## src/rtl/sr_cmd_sequencer_pkg.sv

```systemverilog
// rtl/sr_cmd_sequencer_pkg.sv - shared op codes and FSM state encodings for the SR command sequencer
//
// Purpose : single home for the command op codes and the 2-bit state
//           encoding, so the top, the interface and the bench agree on them.
// Contents: op_e    - 00 hold, 01 set, 10 reset, 11 toggle
//           state_e - IDLE -> DRIVE -> CHECK -> RESP
package sr_cmd_sequencer_pkg;

    typedef enum logic [1:0] {
        OP_HOLD = 2'b00,
        OP_SET  = 2'b01,
        OP_RST  = 2'b10,
        OP_TGL  = 2'b11
    } op_e;

    typedef enum logic [1:0] {
        ST_IDLE  = 2'b00,
        ST_DRIVE = 2'b01,
        ST_CHECK = 2'b10,
        ST_RESP  = 2'b11
    } state_e;

    localparam int OP_W = 2;

    // Human-readable op name for debug prints in simulation environments.
    function automatic string op_name(input logic [OP_W-1:0] op);
        case (op)
            OP_HOLD: return "hold";
            OP_SET:  return "set";
            OP_RST:  return "reset";
            default: return "toggle";
        endcase
    endfunction

endpackage

```

## src/rtl/sr_cmd_sequencer_if.sv

```systemverilog
// rtl/sr_cmd_sequencer_if.sv - command/response handshake and SR flop bus
//
// Purpose : bundles the command handshake, the s/r drive bus, the q
//           feedback and the response strobe into one port.
// Signals : cmd_valid/cmd_ready/cmd_op/cmd_mask - command channel
//           s/r                                 - set/reset pulses to flops
//           q_fb                                - flop outputs fed back
//           rsp_valid/rsp_err                   - one-cycle response
// Modports: master - command source / flop bank side (drives cmd, q_fb)
//           slave  - the sequencer
interface sr_cmd_sequencer_if
    import sr_cmd_sequencer_pkg::*;
#(
    parameter int WIDTH = 4
);

    logic             cmd_valid;
    logic             cmd_ready;
    logic [OP_W-1:0]  cmd_op;
    logic [WIDTH-1:0] cmd_mask;
    logic [WIDTH-1:0] s;
    logic [WIDTH-1:0] r;
    logic [WIDTH-1:0] q_fb;
    logic             rsp_valid;
    logic             rsp_err;

    modport master (
        output cmd_valid,
        input  cmd_ready,
        output cmd_op,
        output cmd_mask,
        input  s,
        input  r,
        output q_fb,
        input  rsp_valid,
        input  rsp_err
    );

    modport slave (
        input  cmd_valid,
        output cmd_ready,
        input  cmd_op,
        input  cmd_mask,
        output s,
        output r,
        input  q_fb,
        output rsp_valid,
        output rsp_err
    );

endinterface

```

## src/rtl/sr_cmd_sequencer.sv

```systemverilog
// rtl/sr_cmd_sequencer.sv - drives one-cycle s/r pulses to an SR flop bank and verifies the result
//
// Purpose : accepts hold/set/reset/toggle commands, pulses s/r for exactly
//           one cycle (never s=r=1 on any bit), then compares the masked
//           flop feedback against the expected value for up to TIMEOUT
//           cycles and returns a one-cycle ok/err response.
// Ports   : clk - rising-edge clock
//           rst - asynchronous active-high reset
//           bus - sr_cmd_sequencer_if.slave (command, s/r, q_fb, response)
// Params  : WIDTH   - number of SR channels (1..32)
//           TIMEOUT - compare cycles allowed before err (>=1)
//           CW      - timeout counter width, must hold TIMEOUT
module sr_cmd_sequencer
    import sr_cmd_sequencer_pkg::*;
#(
    parameter int WIDTH   = 4,
    parameter int TIMEOUT = 4,
    parameter int CW      = 3
) (
    input  logic                 clk,
    input  logic                 rst,
    sr_cmd_sequencer_if.slave    bus
);

    localparam logic [CW-1:0] CNT_LAST = CW'(TIMEOUT - 1);

    state_e           state_q, state_d;
    logic [WIDTH-1:0] s_q, s_d;
    logic [WIDTH-1:0] r_q, r_d;
    logic [WIDTH-1:0] mask_q, mask_d;
    logic [WIDTH-1:0] exp_q, exp_d;
    logic [CW-1:0]    cnt_q, cnt_d;
    logic             rsp_valid_q, rsp_valid_d;
    logic             rsp_err_q, rsp_err_d;

    op_e              op;
    logic             accept;
    logic             match;

    assign op     = op_e'(bus.cmd_op);
    assign accept = bus.cmd_valid && (state_q == ST_IDLE);
    // Only masked channels take part in the comparison; mask=0 always matches.
    assign match  = ((bus.q_fb & mask_q) == (exp_q & mask_q));

    // State and datapath registers. The async reset clears s/r at once so an
    // aborted command cannot leave a pulse on the flop bank.
    always_ff @(posedge clk or posedge rst) begin
        if (rst) begin
            state_q     <= ST_IDLE;
            s_q         <= '0;
            r_q         <= '0;
            mask_q      <= '0;
            exp_q       <= '0;
            cnt_q       <= '0;
            rsp_valid_q <= 1'b0;
            rsp_err_q   <= 1'b0;
        end else begin
            state_q     <= state_d;
            s_q         <= s_d;
            r_q         <= r_d;
            mask_q      <= mask_d;
            exp_q       <= exp_d;
            cnt_q       <= cnt_d;
            rsp_valid_q <= rsp_valid_d;
            rsp_err_q   <= rsp_err_d;
        end
    end

    // Next-state and next-output logic. s/r default to zero so they are only
    // ever non-zero for the single DRIVE cycle following an accept.
    always_comb begin
        state_d     = state_q;
        s_d         = '0;
        r_d         = '0;
        mask_d      = mask_q;
        exp_d       = exp_q;
        cnt_d       = cnt_q;
        rsp_valid_d = 1'b0;
        rsp_err_d   = 1'b0;

        unique case (state_q)
            ST_IDLE: begin
                if (accept) begin
                    mask_d  = bus.cmd_mask;
                    state_d = ST_DRIVE;
                    unique case (op)
                        OP_SET: begin
                            exp_d = '1;
                            s_d   = bus.cmd_mask;
                        end
                        OP_RST: begin
                            exp_d = '0;
                            r_d   = bus.cmd_mask;
                        end
                        OP_TGL: begin
                            // Each bit gets either s or r depending on its
                            // current value, so s&r stays zero per bit.
                            exp_d = ~bus.q_fb;
                            s_d   = bus.cmd_mask & ~bus.q_fb;
                            r_d   = bus.cmd_mask &  bus.q_fb;
                        end
                        OP_HOLD: begin
                            exp_d = bus.q_fb;
                        end
                    endcase
                end
            end

            ST_DRIVE: begin
                cnt_d   = '0;
                state_d = ST_CHECK;
            end

            ST_CHECK: begin
                if (match) begin
                    state_d     = ST_RESP;
                    rsp_valid_d = 1'b1;
                    rsp_err_d   = 1'b0;
                end else if (cnt_q == CNT_LAST) begin
                    state_d     = ST_RESP;
                    rsp_valid_d = 1'b1;
                    rsp_err_d   = 1'b1;
                end else begin
                    // Counter stops at CNT_LAST; the branch above exits first.
                    cnt_d = cnt_q + CW'(1);
                end
            end

            ST_RESP: begin
                state_d = ST_IDLE;
            end

            default: begin
                state_d = ST_IDLE;
            end
        endcase
    end

    assign bus.cmd_ready = (state_q == ST_IDLE);
    assign bus.s         = s_q;
    assign bus.r         = r_q;
    assign bus.rsp_valid = rsp_valid_q;
    assign bus.rsp_err   = rsp_err_q;

endmodule
```

## src/flat_wrapper.sv

```systemverilog
// flat-port wrapper written by rule: the top's interface ports become plain ports
module sr_cmd_sequencer_flat import sr_cmd_sequencer_pkg::*;
#(
    parameter int WIDTH   = 4,
    parameter int TIMEOUT = 4,
    parameter int CW      = 3
)
  (clk, rst, bus_cmd_valid, bus_cmd_ready, bus_cmd_op, bus_cmd_mask, bus_s, bus_r, bus_q_fb, bus_rsp_valid, bus_rsp_err);
  sr_cmd_sequencer_if #(.WIDTH(WIDTH)) bus_i ();
  input  logic clk;
  input  logic rst;
  input wire logic [$bits(bus_i.cmd_valid)-1:0] bus_cmd_valid;
  output wire logic [$bits(bus_i.cmd_ready)-1:0] bus_cmd_ready;
  input wire logic [$bits(bus_i.cmd_op)-1:0] bus_cmd_op;
  input wire logic [$bits(bus_i.cmd_mask)-1:0] bus_cmd_mask;
  output wire logic [$bits(bus_i.s)-1:0] bus_s;
  output wire logic [$bits(bus_i.r)-1:0] bus_r;
  input wire logic [$bits(bus_i.q_fb)-1:0] bus_q_fb;
  output wire logic [$bits(bus_i.rsp_valid)-1:0] bus_rsp_valid;
  output wire logic [$bits(bus_i.rsp_err)-1:0] bus_rsp_err;
  assign bus_i.cmd_valid = bus_cmd_valid;
  assign bus_cmd_ready = bus_i.cmd_ready;
  assign bus_i.cmd_op = bus_cmd_op;
  assign bus_i.cmd_mask = bus_cmd_mask;
  assign bus_s = bus_i.s;
  assign bus_r = bus_i.r;
  assign bus_i.q_fb = bus_q_fb;
  assign bus_rsp_valid = bus_i.rsp_valid;
  assign bus_rsp_err = bus_i.rsp_err;
  sr_cmd_sequencer #(.WIDTH(WIDTH), .TIMEOUT(TIMEOUT), .CW(CW)) u_core (.clk(clk), .rst(rst), .bus(bus_i));
endmodule
```

## config.mk

```make
export PLATFORM = sky130hd
export DESIGN_NAME = sr_cmd_sequencer_flat
export DESIGN_NICKNAME = d
export VERILOG_FILES = /design/src/rtl/sr_cmd_sequencer_pkg.sv /design/src/rtl/sr_cmd_sequencer_if.sv /design/src/rtl/sr_cmd_sequencer.sv /design/src/flat_wrapper.sv
export SDC_FILE = /design/constraint.sdc
export NUM_CORES = 1
export LEC_CHECK = 0
export CORE_MARGIN = 2
export CORE_UTILIZATION = 50
export DETAILED_ROUTE_END_ITERATION = 12
export GPL_TIMING_DRIVEN = 0
export PLACE_DENSITY_LB_ADDON = 0.2
export RECOVER_POWER = 50
export REMOVE_ABC_BUFFERS = 1
export SLEW_MARGIN = 10
export SYNTH_ARGS = -nofsm -noshare
export SYNTH_HDL_FRONTEND = slang
export SYNTH_SLANG_ARGS = --single-unit
```

## constraint.sdc

```tcl
create_clock -name clk -period 2.25 [get_ports clk]
set_input_delay 0.3375 -clock clk [delete_from_list [all_inputs] [get_ports clk]]
set_output_delay 0.3375 -clock clk [all_outputs]
set_load 0.02 [all_outputs]
```

[Word level (Yosys, flattened, before mapping)]
Cells that the tools add are included.
Word-level totals
  word-level logic and storage cells: 52
  memory bits (writable): 0
  output and inout bits: 11
  ROM bits: 0
  bits in latches: 0
  input port bits: 13
  register bits after elaboration: 23
  memories kept: 0
Cells by class
  add/subtract/negate cells: 1
  equality and inequality tests: 12
  shift-type cells: 0
  divide/modulo/power cells: 0
  bitwise operators: 5
  order comparisons: 0
  mux-type cells: 19
  reductions and logical operators: 7
  multipliers: 0
Operators with widths (number)
  AND 4 bit: 4
  2-to-1 mux 4 bit: 4
  one-hot mux 4 bit (2 select lines): 2
  one-hot mux 4 bit (4 select lines): 1
  equality test 2 bit, second input constant: 4
  one-hot mux 2 bit (4 select lines): 1
  2-to-1 mux 2 bit: 3
  2-to-1 mux 3 bit: 2
  one-hot mux 3 bit (2 select lines): 1
  2-to-1 mux 1 bit: 5
  equality test 2 x 1 -> 1 bit, second input constant: 2
  equality test 4 bit: 1
  logical NOT 2 bit: 2
  != test 2 bit, second input constant: 2
  inverter 4 bit: 1
  AND reduction 2 bit: 2
  adder 3 x 1 -> 3 bit, second input constant: 1
  equality test 3 x 2 -> 1 bit, second input constant: 1
  != test 3 x 1 -> 1 bit, second input constant: 1
  AND reduction 3 bit: 1
  != test 2 x 1 -> 1 bit, second input constant: 1
  nonzero test 2 bit: 1
  logical AND 1 bit: 1

[Logic depth before layout (Yosys ltp)]
Gate-level depths: netlist of run 1.
  depth in word-level cells: 5
  depth in mapped cells: 7
  mapped depth without buffers: 6

[Worst setup path before layout of run 1]
Ideal clock, no wire load.
  kind: flip-flop to flip-flop
  start: reg u_core.state_q[1]
  end: reg u_core.mask_q[0]
  library setup time: 125 ps
  slack: 640 ps
  period minus slack after synthesis: 1610 ps
  stages on the path, launching flop included: 6
  arrival time: 1485 ps
  buffers on the path: 1
  cells stage by stage: dfrtp_1 > inv_1 > ha_1 > nand2_1 > buf_1 > mux2_2
On the way
  cells in the longest elaborated chain, start to end: 3
RTL lines
  from (decl): line sr_cmd_sequencer.sv:27  | state_e state_q, state_d;
  from (signal assigned): line sr_cmd_sequencer.sv:58  | state_q <= state_d;
  logical NOT 2 bit (*)
  named net bus_cmd_ready: line flat_wrapper.sv:13  | output wire logic [$bits(bus_i.cmd_ready)-1:0] bus_cmd_ready;
  logical AND 1 bit: line sr_cmd_sequencer.sv:41  | assign accept = bus.cmd_valid && (state_q == ST_IDLE);
  AND reduction 2 bit (no line) (*)
  to (signal assigned): line sr_cmd_sequencer.sv:61  | mask_q <= mask_d;
  to (decl): line sr_cmd_sequencer.sv:30  | logic [WIDTH-1:0] mask_q, mask_d;
The timed path passes the listed nets; every way through them passes the cells marked *.
A chain may end at the register's enable or synchronous reset.

[Worst setup path in the final report of run 1]
  start: reg u_core.state_q[0]
  end: out bus_cmd_ready
On the way
  cells in the longest elaborated chain, start to end: 1
RTL lines
  logical NOT 2 bit: line sr_cmd_sequencer.sv:139  | assign bus.cmd_ready = (state_q == ST_IDLE);
  to (decl): line flat_wrapper.sv:13
Every way passes these cells.

==> results of run 1 <==
[registers in the layout, indices dropped and copies added (netlist names)]
signal / flops
u_core.cnt_q: 3
u_core.bus.r: 4
u_core.exp_q: 4
u_core.bus.rsp_err: 1
u_core.state_q: 2
u_core.mask_q: 4
u_core.bus.rsp_valid: 1
u_core.bus.s: 4
[report_power, final]
group	internal, uW	leakage (uW)	switching [uW]
Clock	69.1	0.0000150	123
Sequential	534	0.000301	85.1
Combinational	321	0.000354	384
[cells by family (layout without fill, tap and decap cells)]
family / Yosys count / in the layout / synth area share
AOI/OAI and AO/OA: 23 / 23 / 0.163
xor gates and xnor gates: 4 / 4 / 0.0372
adders and majority gates: 5 / 5 / 0.0547
buffers and inverters: 10 / 35 / 0.0339
DFF: 23 / 23 / 0.503
muxes: 4 / 4 / 0.0394
and+or+nand+nor: 39 / 39 / 0.168
[synthesized netlist by cell type (2+ instances only)]
library cell,instances
nand2b_1,6
nor3_1,2
xor2_1,3
mux2_2,4
o311ai_1,2
o21ai_0,5
nor2_1,5
o221ai_1,2
dfrtp_1,23
ha_1,5
inv_1,8
a21boi_0,4
a22oi_2,2
nand2_1,14
and3_1,9
[cell usage in the layout, fill, tap and decap left out, types with 2 or more instances in the layout]
| cell type | instances |
|---|---|
| o221ai_1 | 2 |
| and3_1 | 9 |
| nor2_1 | 5 |
| clkdlybuf4s50_1 | 21 |
| nand2_1 | 14 |
| xor2_1 | 3 |
| nand2b_1 | 6 |
| dlygate4sd3_1 | 2 |
| mux2_2 | 4 |
| dfrtp_1 | 23 |
| a22oi_2 | 2 |
| clkbuf_4 | 3 |
| a21boi_0 | 4 |
| ha_1 | 5 |
| inv_1 | 8 |
| o21ai_0 | 5 |
| o311ai_1 | 2 |
| nor3_1 | 2 |
[metal layers]
metal | vias to the layer above | track usage | part of all wire
met5 | - | 0 | 0
met4 | 0 | 0.0746 | 0.018
met3 | 6 | 0.0374 | 0.044
met2 | 22 | 0.312 | 0.46
met1 | 409 | 0.229 | 0.48
li1 | 430 | - | -
[final cells by class]
| cell class | instances | area [um^2] | share of cell area |
|---|---|---|---|
| clock buffer | 4 | 26.3 | 0.0184 |
| inverter | 8 | 30.0 | 0.0211 |
| multi-input combinational | 75 | 529 | 0.371 |
| sequential | 23 | 576 | 0.404 |
| tap | 28 | 35.0 | 0.0246 |
| timing repair buffer | 23 | 230 | 0.161 |
[path summary, 6_finish.rpt]
kind,start,end,slack [ns],cells after the start
min,u_core.exp_q[0],u_core.exp_q[0],0.52,2
min in group asynchronous,rst,u_core.bus.s[1],0.63,2
max in group asynchronous,rst,u_core.mask_q[0],1.11,2
min reg2reg,u_core.exp_q[0],u_core.exp_q[0],0.52,2
max reg2reg,u_core.state_q[0],u_core.bus.r[0],0.66,5
max,u_core.state_q[0],bus_cmd_ready,0.21,3
[stage by stage]
| step | total power, uW | instances | instance area [um^2] |
|---|---|---|---|
| after floorplan | 1130 | 106 | 1130 |
| after global placement | 1310 | 157 | 1400 |
| after detailed placement | 1340 | 157 | 1400 |
| after CTS | 1520 | 161 | 1430 |
| after global routing | 1620 | 161 | 1430 |
| final | 1510 | 161 | 1430 |
[critical path: stages, from the launching register on]
cell,delay [ns]
dfrtp_1,0.40
inv_1,0.12
ha_1,0.25
clkdlybuf4s50_1,0.63
==> results.cfg, run 1 <==
[run_status]
status = complete, no violations

[sta]
finalSetupViolCount = 0
period_needed_ns = 2.04
relSlewSlack = 0.444
rsz0062_at_grt = no
worst_pin_slew_ns = 0.833
setup_tns_ns = 0
setup_slack_ns = 0.213
holdWs_ns = 0.522
drv_slew = 0
final.period_utilization = 0.905
finalHoldViolations = 0
clock-skew-final_ns = 0.00257
fmax_ghz = 0.491

[flow_run]
maxCapViolations = 0

[critical_path]
endpoint_kind = output pin
start_kind = register
crit_required_ns = 1.91
path_class = register to output pin
path_max_fanout = 5
cp_data_arrival_time_ns = 1.70

[grt]
grtUsageTotal = 0.184
grt_pass1_wl_mm = 3.68
grt-ovfl-total = 0
grt_pass1_vias = 852
antenna_found_initial = 0
grt_max_degree = 24

[synthesis]
ys_warn_count = 0
synth-seq-area-share = 0.503
synth.distinct_cells = 29
synthArstFlopShare = 1.00
synth_edf_count = 0
synth_top_area_cell = dfrtp_1
synth_area_leaders = dfrtp_1 (50%), ha_1 (5.5%), and3_1 (4.9%)
synthFlopType = dfrtp_1
syn_area_um2 = 1140
synth_top_area_frac = 0.503
synth_cells = 108
ys_seq_elements = 23
syn_avg_cell_area_um2 = 10.6

[finish]
utilization = 0.651
antenna_cells = 0
fin_nets = 152
syn_to_final_growth_pct = 24.7
nFillCells = 183
drive_above_1_share = 0.0902

[cts]
cts_htree_levels = 1
worstSkewPairLatency_ns = 0.31
cts_setup_buffers = 0
cts.sinks = 23
cts_buffer_depth = 2
root_buffer = clkbuf_4
numCtsBuffers = 3
postCtsHoldBufs = 0
clk_pin_slew_worst_paths_ns = 0.13
cts_tree = built
cts-resized-gates = 0

[detailed_routing]
wirelength_mm = 2.19
drtPass1Iterations = 4
wl_per_cell_um = 13.6
drc = 0
viasPerCell = 5.39
ant_nets = 0
drt_iter0_drc = 9
num_vias = 867

[floorplan]
start_util = 0.522
ios = 24
die_w_um = 51.8
die-area_um2 = 2690
core_area_um2 = 2190
row_count = 17
die_h_um = 51.8

[placed_design]
dp_hpwl_mm = 1.72
numPortBuffers = 23
gp_congestion = 0.869
pre_cts_ws_ns = 0.366

[pwr]
ir_drop_v = 0.000675
power_leakage_uw = 0.000670
p_per_area_nw_per_um2 = 1060

[min_path]
min_path_type = register to register
Note: power is estimated with default switching activity, not from simulation.
==> run 2: changes to the inputs <==
SKIP_CTS_REPAIR_TIMING = 1   (was unset)
==> results of run 2 <==
Same layout as run 1: the final DEF is identical, and so are final timing and power.
